File: src/rtl/score_keeper.sv
// Score keeper: three debounced push-buttons drive a saturating 0..511 score.
// Up/down auto-repeat while held, clear resets, and a strobe marks each change.

module score_keeper_debounce #(
    parameter int DEB_N = 65535
) (
    input  logic clk,
    input  logic rst_n,
    input  logic raw,
    output logic level
);
    localparam int CNT_W = (DEB_N < 1) ? 1 : $clog2(DEB_N + 1);

    logic [1:0]       sync;
    logic [CNT_W-1:0] cnt;

    // The counter sits at DEB_N for one more disagreeing cycle before the flip,
    // so a held level reaches the debounced output DEB_N+2 edges after first sampling.
    always_ff @(posedge clk) begin
        if (rst_n) begin
            sync  <= '0;
            cnt   <= '0;
            level <= 1'b0;
        end else begin
            // NOTE: non-blocking assignments keep every flop sampling pre-edge values,
            // which is what makes the two sync stages a real two-stage chain.
            sync <= {sync[0], raw};
            if (sync[1] == level) begin
                cnt <= '0;
            end else if (cnt == CNT_W'(DEB_N)) begin
                level <= ~level;
                cnt   <= '0;
            end else begin
                cnt <= cnt + CNT_W'(1);
            end
        end
    end
endmodule

module score_keeper_repeat #(
    parameter int REP_DELAY = 50000000,
    parameter int REP_RATE  = 10000000
) (
    input  logic clk,
    input  logic rst_n,
    input  logic level,
    input  logic press,
    output logic step
);
    localparam int REP_MAX = (REP_DELAY > REP_RATE) ? REP_DELAY : REP_RATE;
    localparam int CNT_W   = (REP_MAX < 2) ? 1 : $clog2(REP_MAX);
    localparam logic [CNT_W-1:0] DELAY_LAST = CNT_W'(REP_DELAY - 1);
    localparam logic [CNT_W-1:0] RATE_LAST  = CNT_W'(REP_RATE - 1);

    typedef enum logic [1:0] {S_IDLE, S_WAIT, S_REPEAT} state_t;

    state_t           state, state_nxt;
    logic [CNT_W-1:0] cnt;
    logic             cnt_clr, cnt_inc;

    always_ff @(posedge clk) begin
        if (rst_n) begin
            state <= S_IDLE;
            cnt   <= '0;
        end else begin
            state <= state_nxt;
            if (cnt_clr)
                cnt <= '0;
            else if (cnt_inc)
                cnt <= cnt + CNT_W'(1);
        end
    end

    always_comb begin
        // NOTE: assigning a default before the case means no path leaves the
        // signal unassigned, so no latch can be inferred.
        state_nxt = state;
        case (state)
            S_IDLE:   if (press) state_nxt = S_WAIT;
            S_WAIT:   if (!level) state_nxt = S_IDLE;
                      else if (cnt == DELAY_LAST) state_nxt = S_REPEAT;
            S_REPEAT: if (!level) state_nxt = S_IDLE;
            default:  state_nxt = S_IDLE;
        endcase
    end

    // A release is checked before the counter so stepping stops as soon as the level drops.
    always_comb begin
        step    = 1'b0;
        cnt_clr = 1'b0;
        cnt_inc = 1'b0;
        case (state)
            S_IDLE: begin
                cnt_clr = 1'b1;
                step    = press;
            end
            S_WAIT: begin
                if (!level) begin
                    cnt_clr = 1'b1;
                end else if (cnt == DELAY_LAST) begin
                    step    = 1'b1;
                    cnt_clr = 1'b1;
                end else begin
                    cnt_inc = 1'b1;
                end
            end
            S_REPEAT: begin
                if (!level) begin
                    cnt_clr = 1'b1;
                end else if (cnt == RATE_LAST) begin
                    step    = 1'b1;
                    cnt_clr = 1'b1;
                end else begin
                    cnt_inc = 1'b1;
                end
            end
            default: cnt_clr = 1'b1;
        endcase
    end
endmodule

module score_keeper #(
    parameter int DEB_N     = 65535,
    parameter int REP_DELAY = 50000000,
    parameter int REP_RATE  = 10000000
) (
    input  logic       clk,
    input  logic       rst_n,
    input  logic       btn_up,
    input  logic       btn_down,
    input  logic       btn_clr,
    output logic [8:0] value,
    output logic       changed
);
    localparam logic [8:0] VALUE_MAX = 9'd511;

    logic [2:0] raw_btn, level, level_d, press;
    logic       up_step, dn_step;
    logic [8:0] value_nxt;

    assign raw_btn = {btn_clr, btn_down, btn_up};

    for (genvar i = 0; i < 3; i++) begin : g_deb
        score_keeper_debounce #(.DEB_N(DEB_N)) u_deb (
            .clk   (clk),
            .rst_n (rst_n),
            .raw   (raw_btn[i]),
            .level (level[i])
        );
    end

    assign press = level & ~level_d;

    score_keeper_repeat #(.REP_DELAY(REP_DELAY), .REP_RATE(REP_RATE)) u_rep_up (
        .clk   (clk),
        .rst_n (rst_n),
        .level (level[0]),
        .press (press[0]),
        .step  (up_step)
    );

    score_keeper_repeat #(.REP_DELAY(REP_DELAY), .REP_RATE(REP_RATE)) u_rep_dn (
        .clk   (clk),
        .rst_n (rst_n),
        .level (level[1]),
        .press (press[1]),
        .step  (dn_step)
    );

    // Clear wins; a simultaneous up and down cancel; saturate at both ends.
    always_comb begin
        value_nxt = value;
        if (press[2])
            value_nxt = '0;
        else if (up_step && dn_step)
            value_nxt = value;
        else if (up_step && value != VALUE_MAX)
            value_nxt = value + 9'd1;
        else if (dn_step && value != 9'd0)
            value_nxt = value - 9'd1;
    end

    always_ff @(posedge clk) begin
        if (rst_n) begin
            level_d <= '0;
            value   <= '0;
            changed <= 1'b0;
        end else begin
            level_d <= level;
            value   <= value_nxt;
            changed <= (value_nxt != value);
        end
    end
endmodule

File: config.mk
export PLATFORM = sky130hd
export DESIGN_NAME = score_keeper
export DESIGN_NICKNAME = d
export VERILOG_FILES = /design/src/rtl/score_keeper.sv
export SDC_FILE = /design/constraint.sdc
export NUM_CORES = 1
export LEC_CHECK = 0
export CAP_MARGIN = 20
export CORE_MARGIN = 1
export CORE_UTILIZATION = 25
export DETAILED_ROUTE_END_ITERATION = 7
export RECOVER_POWER = 100
export SETUP_SLACK_MARGIN = 0.15
export SLEW_MARGIN = 25
export SYNTH_ARGS = -nofsm -noshare
export SYNTH_HDL_FRONTEND = slang
export SYNTH_SLANG_ARGS = --single-unit
File: constraint.sdc
create_clock -name clk -period 2.7 [get_ports clk]
set_input_delay 0.27 -clock clk [delete_from_list [all_inputs] [get_ports clk]]
set_output_delay 0.27 -clock clk [all_outputs]
set_load 0.05 [all_outputs]
==> key figures <==
Run status
  – Outcome: complete, no violations

Clock network
  – Maximum buffer depth of the clock tree: 2
  – H-tree Lvls: 4
  – TritonCTS Buffers: 17
  – Clock Pin Slew Worst Setup and Hold Paths: approximately 0.06 ns
  – Clock root buffer: clkbuf_16
  – TritonCTS clock tree: built
  – Clock Sinks: 126
  – Clk_lat worst skew: approximately 0.42 ns
  – Post-cts hold buffer count: 0

Logic synthesis
  – Cell taking the most area after synthesis: dfxtp_1
  – Library cells used by synthesis: 55
  – Synthesis warning total: 0
  – Post-Syn Area: 5863 um^2
  – FFs w/ async S/R, synth: 0
  – Seq/Total Area, Yosys: 0.4302
  – Synth top area share: 0.4302
  – Leading post-synthesis cells by cell area: dfxtp_1 (43%), nor2_1 (8.5%), xor2_1 (8.5%)
  – Mean Syn Cell Area: roughly 8.6 um^2
  – Post-Synthesis Cells: approximately 680
  – Synth Register Bits: 126
  – Most used DFF post-synth: dfxtp_1
  – EDFF count, synth: 0
  – Syn Nets: 700

STA
  – Final setup fails: 0
  – Hold Vio Cnt, Final: 0
  – RSZ-0062 raised after global routing: yes
  – Worst-margin pin slew: 0.9808 ns
  – Fin crit period: 2.575 ns
  – F_max: 0.3883 GHz
  – Max Transition Viols Final: 0
  – Slew HR: 0.3461
  – Worst setup slack after layout: 0.1246 ns
  – Fin Hold WS: 0.4087 ns
  – Setup TNS: 0 ns
  – Clock skew: 0.004545 ns
  – Crit share post-route: 0.9538

Final layout
  – Layout Utilization: 0.3142
  – Commonest non-fill, non-tap cell in the layout: nor2_1
  – P&R area growth vs syn: 22.45%
  – Commonest non-fill, non-tap cells in the layout: nor2_1 (132), dfxtp_1 (118), xor2_1 (57), nand2_1 (49), nand3_1 (39)
  – Fin cells: 1046
  – Register area: 2532 um^2
  – Share of layout cells above drive strength 1: 0.1091
  – Multi-input gate area: 3291 um^2
  – Layout Nets: 742
  – Antenna diode count: 0
  – Layout fillers: 2433

Hold path
  – Hold Path Class: input pin to flip-flop
  – Hold wc startpoint: btn_clr

Global route
  – GRT overflow: 0
  – Largest net degree at the start of global routing: 27
  – Overall routing resource usage: 0.1019
  – Vias in the first global route: 4388
  – Initial antenna violation count: 0
  – First-pass GRT wire length: 19920 um

Critical path
  – Slowest stage delay, CP: 0.53 ns
  – Crit path cell chain: inv_2 > ha_4 > or4_4 > a2111o_1 > a21oi_4 > a21boi_1 > or4_1 > a21oi_1
  – Critical path arrival: 2.92 ns
  – Setup CP Type: flip-flop to flip-flop
  – Slowest-stage cell, CP: or4_4
  – Start point of the critical path: u_rep_dn.state[0]
  – Bufs and invs on worst path: 1
  – CP Launch Type: flip-flop
  – Critical Path Sink Type: flip-flop
  – CP delay by family, top: simple AND/OR/NAND/NOR gates
  – R2r startpoint: u_rep_dn.state[0]
  – Crit Path Max Fanout: 6
  – Data required, critical path: between 3 and 4 ns

Floorplan
  – Initial Util: 0.2566
  – Die H: between 150 and 200 um
  – Cell row count: 55
  – Die width: between 150 and 200 um
  – Die Area: 24070 um^2
  – Core Region: approximately 23000 um^2
  – I/O pin cnt: 15

Placed design
  – HPWL Detailed: 7799 um
  – Pre-CTS WS: 0.1167 ns
  – PortBufs: 14
  – Placed cells: 1014
  – GP Congestion: 0.8184

Routing
  – # DRC: 0
  – Drt pass-1 iters: 6
  – Drt wl/cell: about 11 um
  – WL final: 11350 um
  – Drt first-iter violations: 232
  – Final antenna-violating net count: 0
  – Routed vias/inst: 4.424
  – Vias post-DR: 4627

Power and ir drop
  – P_leak: 2.373 nW
  – Power per Cell Area: a little under 600 nW/um^2
  – Worst VDD drop: 0.0003534 V

Run
  – MaxCap Viol Count: 0
-- worst paths after layout --
check                      endpoint  slack, ns  cells past startpoint
max                        value[6]       0.12                      8
min          g_deb[2].u_deb.sync[0]       0.41                      2
max reg2reg                value[6]       0.12                      8
min reg2reg  g_deb[2].u_deb.sync[1]       0.44                      1
-- cells by family after synthesis --
group / synth area share
multiplexers: 0.01558
AO/OA/AOI/OAI: 0.05335
XOR/XNOR: 0.1404
flip-flops: 0.4302
adder cells (fa/ha/maj): 0.03414
buffers and inverters: 0.02347
AND/OR/NAND/NOR: 0.3028
-- Yosys cell counts, types with 7 or more instances --
library cell  number
nand4_1           24
nor4_1             9
and4_1             7
ha_1              16
xnor2_1           37
a21oi_1           12
or3_1              9
nor2b_1           11
mux2i_1            8
inv_1             20
and3_1            17
nor2_1           133
nand2_1           49
xor2_1            57
clkbuf_1          13
nand3_1           39
nor3_1            18
dfxtp_1          126
-- metal layers --
| metal | vias to the layer above | global-route usage | share of wire |
|---|---|---|---|
| met1 | 2137 | 0.1299 | 0.50 |
| li1 | 2412 | - | - |
| met5 | - | 0 | 0 |
| met2 | 64 | 0.1589 | 0.45 |
| met4 | 0 | 0.04008 | 0.013 |
| met3 | 14 | 0.03259 | 0.039 |
-- stage by stage --
| stage | total power [W] | cell area, um^2 |
|---|---|---|
| after floorplan | 0.002012 | 5868 |
| after global placement | 0.002060 | 6539 |
| after detailed placement | 0.002061 | 6550 |
| after CTS | 0.004312 | 7146 |
| after global routing | 0.004423 | 7179 |
| final | 0.004252 | 7179 |
-- power breakdown --
group          switching, W  leakage [nW]  internal, W
logic             0.0000883          1.07    0.0000588
clock network      0.000810         0.283      0.00142
registers        0.00000688          1.02      0.00187
-- sequential cells by signal, summed over array words and instances (netlist names), 3 cells and up --
name               cells
value                  9
g_deb.u_deb.cnt       48
level_d                3
g_deb.u_deb.level      3
u_rep_up.cnt          26
u_rep_dn.cnt          26
g_deb.u_deb.sync       6
-- area by class of cell --
class | count | area share
Inverter | 21 | 0.01098
Clock buffer | 20 | 0.06501
Multi-Input combinational cell | 517 | 0.4583
Sequential cell | 126 | 0.3527
Clock inverter | 11 | 0.01621
Tap cell | 313 | 0.05455
Timing Repair Buffer | 38 | 0.04217
-- timing repair --
| action | CTS | global route |
|---|---|---|
| endpoints found under the setup margin | 6 | 22 |
| pin swaps | 3 | 6 |
| buffers inserted | 0 | 1 |
| resized for setup | 3 | 22 |
Power figures use the tool's default switching activity.
